File: config.mk
export PLATFORM = sky130hd
export DESIGN_NAME = seven_segment_to_octal_decoder
export DESIGN_NICKNAME = d
export VERILOG_FILES = /design/src/rtl/seven_segment_to_octal_decoder_pkg.sv /design/src/rtl/seven_segment_pattern_lookup.sv /design/src/rtl/seven_segment_to_octal_decoder.sv
export SDC_FILE = /design/constraint.sdc
export NUM_CORES = 1
export LEC_CHECK = 0
export ABC_CLOCK_PERIOD_IN_PS = 2700
export BUFFER_PORTS_ARGS = -buffer_cell sky130_fd_sc_hd__buf_2
export CORE_AREA = 2 2 59 61
export CTS_BUF_LIST = sky130_fd_sc_hd__clkbuf_16
export DETAILED_ROUTE_END_ITERATION = 10
export DIE_AREA = 0 0 61 63
export PLACE_DENSITY = 0.77
export SYNTH_ARGS = -nofsm -noshare
export SYNTH_HDL_FRONTEND = slang
export SYNTH_SLANG_ARGS = --single-unit
File: constraint.sdc
create_clock -name clock -period 2.7 [get_ports clock]
set_input_delay 0 -clock clock [delete_from_list [all_inputs] [get_ports clock]]
set_output_delay 0 -clock clock [all_outputs]
set_load 0.01 [all_outputs]
File: src/rtl/seven_segment_to_octal_decoder_pkg.sv
// Shared seven-segment definitions: active-low digit patterns, decode record and
// receive FSM states, used by both the octal encoder and this decoder.
package seven_segment_to_octal_decoder_pkg;

  // Bit 6 = g ... bit 0 = a, active-low (0 lights the segment).
  localparam logic [6:0] SEG_DIGIT_0 = 7'b1000000;
  localparam logic [6:0] SEG_DIGIT_1 = 7'b1111001;
  localparam logic [6:0] SEG_DIGIT_2 = 7'b0100100;
  localparam logic [6:0] SEG_DIGIT_3 = 7'b0110000;
  localparam logic [6:0] SEG_DIGIT_4 = 7'b0011001;
  localparam logic [6:0] SEG_DIGIT_5 = 7'b0010010;
  localparam logic [6:0] SEG_DIGIT_6 = 7'b0000010;
  localparam logic [6:0] SEG_DIGIT_7 = 7'b1111000;
  localparam logic [6:0] SEG_BLANK   = 7'b1111111;

  typedef struct packed {
    logic       is_digit;
    logic       is_blank;
    logic [2:0] digit;
  } seg_decode_t;

  typedef enum logic [1:0] {
    ST_IDLE,
    ST_ACCEPT,
    ST_REJECT,
    ST_HOLD
  } state_t;

  // Forward mapping used by the transmit-side encoder.
  function automatic logic [6:0] octal_to_segments(input logic [2:0] digit);
    logic [6:0] pattern;
    case (digit)
      3'd0:    pattern = SEG_DIGIT_0;
      3'd1:    pattern = SEG_DIGIT_1;
      3'd2:    pattern = SEG_DIGIT_2;
      3'd3:    pattern = SEG_DIGIT_3;
      3'd4:    pattern = SEG_DIGIT_4;
      3'd5:    pattern = SEG_DIGIT_5;
      3'd6:    pattern = SEG_DIGIT_6;
      default: pattern = SEG_DIGIT_7;
    endcase
    return pattern;
  endfunction

endpackage

File: src/rtl/seven_segment_pattern_lookup.sv
// Combinational classifier: 7-bit active-low segment pattern to digit / blank /
// invalid, with the octal value when it is a digit.
module seven_segment_pattern_lookup
  import seven_segment_to_octal_decoder_pkg::*;
(
  input  logic [6:0]  pattern,
  output seg_decode_t decode
);

  always_comb begin
    // NOTE: every field gets a default before the case so no path leaves a
    // variable unassigned, which would otherwise infer a latch.
    decode.is_digit = 1'b1;
    decode.is_blank = 1'b0;
    decode.digit    = 3'd0;
    case (pattern)
      SEG_DIGIT_0: decode.digit = 3'd0;
      SEG_DIGIT_1: decode.digit = 3'd1;
      SEG_DIGIT_2: decode.digit = 3'd2;
      SEG_DIGIT_3: decode.digit = 3'd3;
      SEG_DIGIT_4: decode.digit = 3'd4;
      SEG_DIGIT_5: decode.digit = 3'd5;
      SEG_DIGIT_6: decode.digit = 3'd6;
      SEG_DIGIT_7: decode.digit = 3'd7;
      SEG_BLANK: begin
        decode.is_digit = 1'b0;
        decode.is_blank = 1'b1;
      end
      default: decode.is_digit = 1'b0;
    endcase
  end

endmodule

File: src/rtl/seven_segment_to_octal_decoder.sv
// Receive side of the display loopback: qualifies a stable segment pattern,
// decodes it to an octal digit and assembles digits into a multi-digit word.
module seven_segment_to_octal_decoder
  import seven_segment_to_octal_decoder_pkg::*;
#(
  parameter int STABLE_CYCLES = 4,
  parameter int NUM_DIGITS    = 4
) (
  input  logic                            clock,
  input  logic                            resetn,
  input  logic [6:0]                      segment_in,
  input  logic                            clear,
  output logic [2:0]                      octal_value,
  output logic                            octal_valid,
  output logic                            invalid_pattern,
  output logic [$clog2(NUM_DIGITS+1)-1:0] digit_count,
  output logic [3*NUM_DIGITS-1:0]         octal_word,
  output logic                            word_valid
);

  localparam int CNT_W  = $clog2(STABLE_CYCLES);
  localparam int DC_W   = $clog2(NUM_DIGITS + 1);
  localparam int WORD_W = 3 * NUM_DIGITS;
  localparam logic [CNT_W-1:0] CNT_MAX    = CNT_W'(STABLE_CYCLES - 1);
  localparam logic [DC_W-1:0]  DIGITS_MAX = DC_W'(NUM_DIGITS);

  logic [6:0]       seg_q;
  logic [CNT_W-1:0] stable_cnt;
  seg_decode_t      decode;
  state_t           state;
  state_t           state_next;
  logic             seg_change;
  logic             qualified;
  logic             accept_go;
  logic             reject_go;
  logic             word_done;
  logic [WORD_W-1:0] word_shifted;

  seven_segment_pattern_lookup u_lookup (
    .pattern (seg_q),
    .decode  (decode)
  );

  assign seg_change = (segment_in != seg_q);
  // The pattern must still be present on the deciding edge, so a pattern seen
  // on only STABLE_CYCLES edges is treated as a glitch.
  assign qualified  = !seg_change && (stable_cnt == CNT_MAX);

  // Input sampler and stability counter.
  // NOTE: sequential state uses non-blocking assignments so every register
  // samples pre-edge values, independent of statement order.
  always_ff @(posedge clock or negedge resetn) begin
    if (!resetn) begin
      seg_q      <= SEG_BLANK;
      stable_cnt <= '0;
    end else begin
      seg_q <= segment_in;
      if (clear || seg_change) begin
        stable_cnt <= '0;
      end else if (stable_cnt != CNT_MAX) begin
        stable_cnt <= stable_cnt + CNT_W'(1);
      end
    end
  end

  always_ff @(posedge clock or negedge resetn) begin
    if (!resetn) begin
      state <= ST_IDLE;
    end else begin
      state <= state_next;
    end
  end

  always_comb begin
    state_next = state;
    case (state)
      ST_IDLE: begin
        if (qualified) begin
          if (decode.is_digit) begin
            state_next = ST_ACCEPT;
          end else if (!decode.is_blank) begin
            state_next = ST_REJECT;
          end
        end
      end
      // A pattern change landing on the one-cycle pulse state must not be
      // swallowed by HOLD, so it goes straight back to qualification.
      ST_ACCEPT, ST_REJECT: state_next = seg_change ? ST_IDLE : ST_HOLD;
      ST_HOLD:   if (seg_change) state_next = ST_IDLE;
      default:   state_next = ST_IDLE;
    endcase
    if (clear) begin
      state_next = ST_IDLE;
    end
  end

  // Output decode: pulses are registered on the edge that enters ACCEPT or
  // REJECT, so they are visible during that one-cycle state.
  always_comb begin
    accept_go = (state == ST_IDLE) && (state_next == ST_ACCEPT);
    reject_go = (state == ST_IDLE) && (state_next == ST_REJECT);
    word_done = (state == ST_ACCEPT) && (digit_count == DIGITS_MAX) && !clear;
  end

  if (NUM_DIGITS == 1) begin : g_single
    assign word_shifted = decode.digit;
  end else begin : g_multi
    assign word_shifted = {octal_word[WORD_W-4:0], decode.digit};
  end

  always_ff @(posedge clock or negedge resetn) begin
    if (!resetn) begin
      octal_value     <= 3'd0;
      octal_valid     <= 1'b0;
      invalid_pattern <= 1'b0;
      word_valid      <= 1'b0;
      digit_count     <= '0;
      octal_word      <= '0;
    end else begin
      octal_valid     <= accept_go;
      invalid_pattern <= reject_go;
      word_valid      <= word_done;
      if (accept_go) begin
        octal_value <= decode.digit;
      end
      if (clear || reject_go || word_done) begin
        digit_count <= '0;
      end else if (accept_go) begin
        digit_count <= digit_count + DC_W'(1);
      end
      // A completed word stays readable until the next accepted digit.
      if (clear || reject_go) begin
        octal_word <= '0;
      end else if (accept_go) begin
        octal_word <= word_shifted;
      end
    end
  end

endmodule

==> run_results.csv <==
group,metric,value,unit
synth,ys_types,50,
route,num_vias,1319,
sta,fin_crit,2.594,ns
sta,rsz0062_at_grt,"no",
sta,tightest_slew,0.6877,ns
floorplanning,die_x,61,um
route,wl_per_cell,14.51,um
placement,port_buffers,30,
worst_setup_path,crit_slowest_cell,"dfstp_2",
hold_path,holdPathStages,2,
sta,fin_skew,0.003206,ns
sta,final-setup-viol-count,0,
sta,finalHoldWorstSlack,0.02408,ns
synth,synth.largest_area_cell,"dfrtp_1",
floorplanning,die_h,63,um
placement,hpwl,2298,um
route,dr.pass1.iters,4,
worst_setup_path,crit_type,"flip-flop to flip-flop",
floorplanning,io_pins,31,
synth,yosys.area.top_type_share,36.90,%
synth,synth_fp_nets,167,
worst_setup_path,crit_buf_inv,0,
worst_setup_path,path_depth,7,
synth,syn_area,1695,um2
cts,clockBufferDepth,2,
power,ir_worst_vdd,0.0003978,V
cts,insertion_delay,0.27,ns
worst_setup_path,end_kind,"flip-flop",
sta,hold_violations,0,
power,fin_total_pwr,1.682,mW
synth,synth-edff-count,0,
worst_setup_path,required,2.85,ns
worst_setup_path,cp_max_fo,9,
worst_setup_path,cp_top_family,"simple AND/OR/NAND/NOR gates",
grt,grt.total_usage,19.28,%
hold_path,hp-class,"input pin to flip-flop",
cts,cts_tree,"yes",
synth,yosys-top-cells-area,"dfrtp_1 37%, dfstp_2 11%, a22o_1 5.7%, ha_1 4.4%, xor2_1 3.1%",
floorplanning,core_area,3232,um2
grt,grt_max_degree,33,
sta,period_share,96.09,%
layout,layout-drive-gt1-share,29.95,%
worst_setup_path,worst_path_largest_cell_delay,0.61,ns
worst_setup_path,arrival,2.75,ns
layout,area_growth,22.58,%
layout,finalNetCount,202,
synth,ys.flop_type,"dfrtp_1",
power,power_density,809.2,nW/um2
synth,yosys-top-cells-count,"25 x dfrtp_1, 11 x a22o_1, 10 x nand2_1",
cts,htree_num_levels,2,
worst_setup_path,ff2ff_path_depth,7,
grt,grt_pass1_vias,1243,
placement,gp_congestion,0.8005,
route,drtAntennaViolNets,0,
synth,synth_seq_cells,32,
synth,synth_most_common_cell,"dfrtp_1",
run,cap_violations,0,
layout,antenna-diode-count,0,
worst_setup_path,start_kind,"flip-flop",
grt,grt_antenna_before_repair,0,
floorplanning,start_util,52.46,%
synth,synth.avg_cell_area,11.23,um2
grt,grt_pass1_wl,5630,um
cts,clk_pin_slew_worst_paths,0.05,ns
cts,clock-sinks,32,
sta,max_clock_freq,0.3855,GHz
route,post-route-drc-count,0,
floorplanning,dieArea,3843,um2
route,first_iter_violations,76,
route,routed_wl,3381,um
worst_setup_path,cp_cell_sequence,"xor2_1 -> or4b_4 -> nor3_2 -> a2bb2oi_2 -> a21boi_2 -> nand4b_1 -> mux2_1",
sta,drv_slew,0,
floorplanning,rows,21,
synth,ys_warn_count,0,
synth,synthCells,151,
power,total_leakage_power,0.9837,nW
outcome,status,"finished clean",
grt,grt_overflow_total,0,
synth,synth-async-reset-ratio,100.0,%
sta,tns,0,ns
cts,cts_buffers,5,
cts,cts_root_buf,"clkbuf_16",
route,via_per_inst,5.661,
sta,slew_headroom,54.15,%
synth,yosysSeqAreaShare,47.75,%
cell type report:
class	count	area, um2
well taps	46	57.56
repair buffers	38	230.2
fillers	263	1154
clock inverters	3	38.79
flip-flops and latches	32	809.5
inverters	6	25.02
multi-input cells	103	792.0
clock buffers	5	125.1
layer usage:
metal | vias to the layer above | share of wire (%) | global-route usage, %
met5 | - | 0 | 0
met2 | 44 | 49 | 32.12
met1 | 653 | 45 | 23.87
li1 | 618 | - | -
met3 | 4 | 5.1 | 5.383
met4 | 0 | 0.92 | 5.435
flip-flops by register name, indices dropped and copies added (netlist names):
name / cells
digit_count: 3
invalid_pattern: 1
octal_valid: 1
octal_value: 3
octal_word: 12
seg_q: 7
stable_cnt: 2
state: 2
word_valid: 1
final timing paths:
| path | slack, ns | endpoint | from |
|---|---|---|---|
| max reg2reg | 0.11 | digit_count[2] | seg_q[1] |
| min reg2reg | 0.49 | octal_value[0] | octal_value[0] |
| max in group asynchronous | 1.95 | octal_word[3] | resetn |
| min | 0.02 | word_valid | clear |
| max | 0.11 | digit_count[2] | seg_q[1] |
| min in group asynchronous | 0.31 | octal_value[1] | resetn |
cell families after synthesis:
| logic type | share of synthesized area [%] |
|---|---|
| adder cells (fa/ha/maj) | 4.428 |
| XOR/XNOR | 5.166 |
| AO/OA/AOI/OAI | 17.12 |
| multiplexers | 2.583 |
| AND/OR/NAND/NOR | 17.42 |
| buffers and inverters | 5.536 |
| flip-flops | 47.75 |
layout by cell type (no fill, tap or decap), drive strengths merged, types with 3 or more instances in the layout:
cell | Yosys | final
nor2 | 11 | 11
a22o | 11 | 11
a21oi | 3 | 3
nand4b | 3 | 3
o21a | 3 | 3
clkbuf | 2 | 5
mux2 | 3 | 3
dfstp | 7 | 7
dlygate4sd3 | 0 | 8
buf | 8 | 30
dfrtp | 25 | 25
o21ai | 4 | 4
xor2 | 6 | 6
xnor2 | 4 | 4
and4 | 3 | 3
nand2 | 10 | 10
ha | 6 | 6
inv | 6 | 7
nand3 | 4 | 4
nor3 | 5 | 5
worst register-to-register path: cells and delay by family, from the launching register on:
family           cells  cell delay, ns
flip-flops           1            0.61
multiplexers         1            0.34
XOR/XNOR             1            0.10
AO/OA/AOI/OAI        2            0.48
AND/OR/NAND/NOR      3            0.95
timing repair:
| item | in CTS | in global routing |
|---|---|---|
| endpoints found under the hold margin | 32 | 0 |
| setup buffers | 0 | 0 |
| endpoints found under the setup margin | 0 | 0 |
| hold buffers | 8 | 0 |
| resized for setup | 0 | 0 |
through the flow:
step | instance area, um2 | cells | util, % | setup WS [ns]
2_1_floorplan | 1695 | 151 | - | 0.3192
3_3_place_gp | 1834 | 217 | 56.76 | 0.2725
3_5_place_dp | 1834 | 217 | 56.76 | 0.1583
4_1_cts | 2078 | 233 | 64.31 | 0.1132
5_1_grt | 2078 | 233 | 64.31 | 0.01599
6_report | 2078 | 233 | 64.31 | 0.1057
power breakdown:
part           leakage [nW]  switching [mW]  total [mW]  internal [mW]
logic                 0.480           0.278       0.473          0.195
clock network        0.0850           0.191       0.620          0.429
registers             0.419          0.0537       0.590          0.536
(Power assumes the default switching activity.)
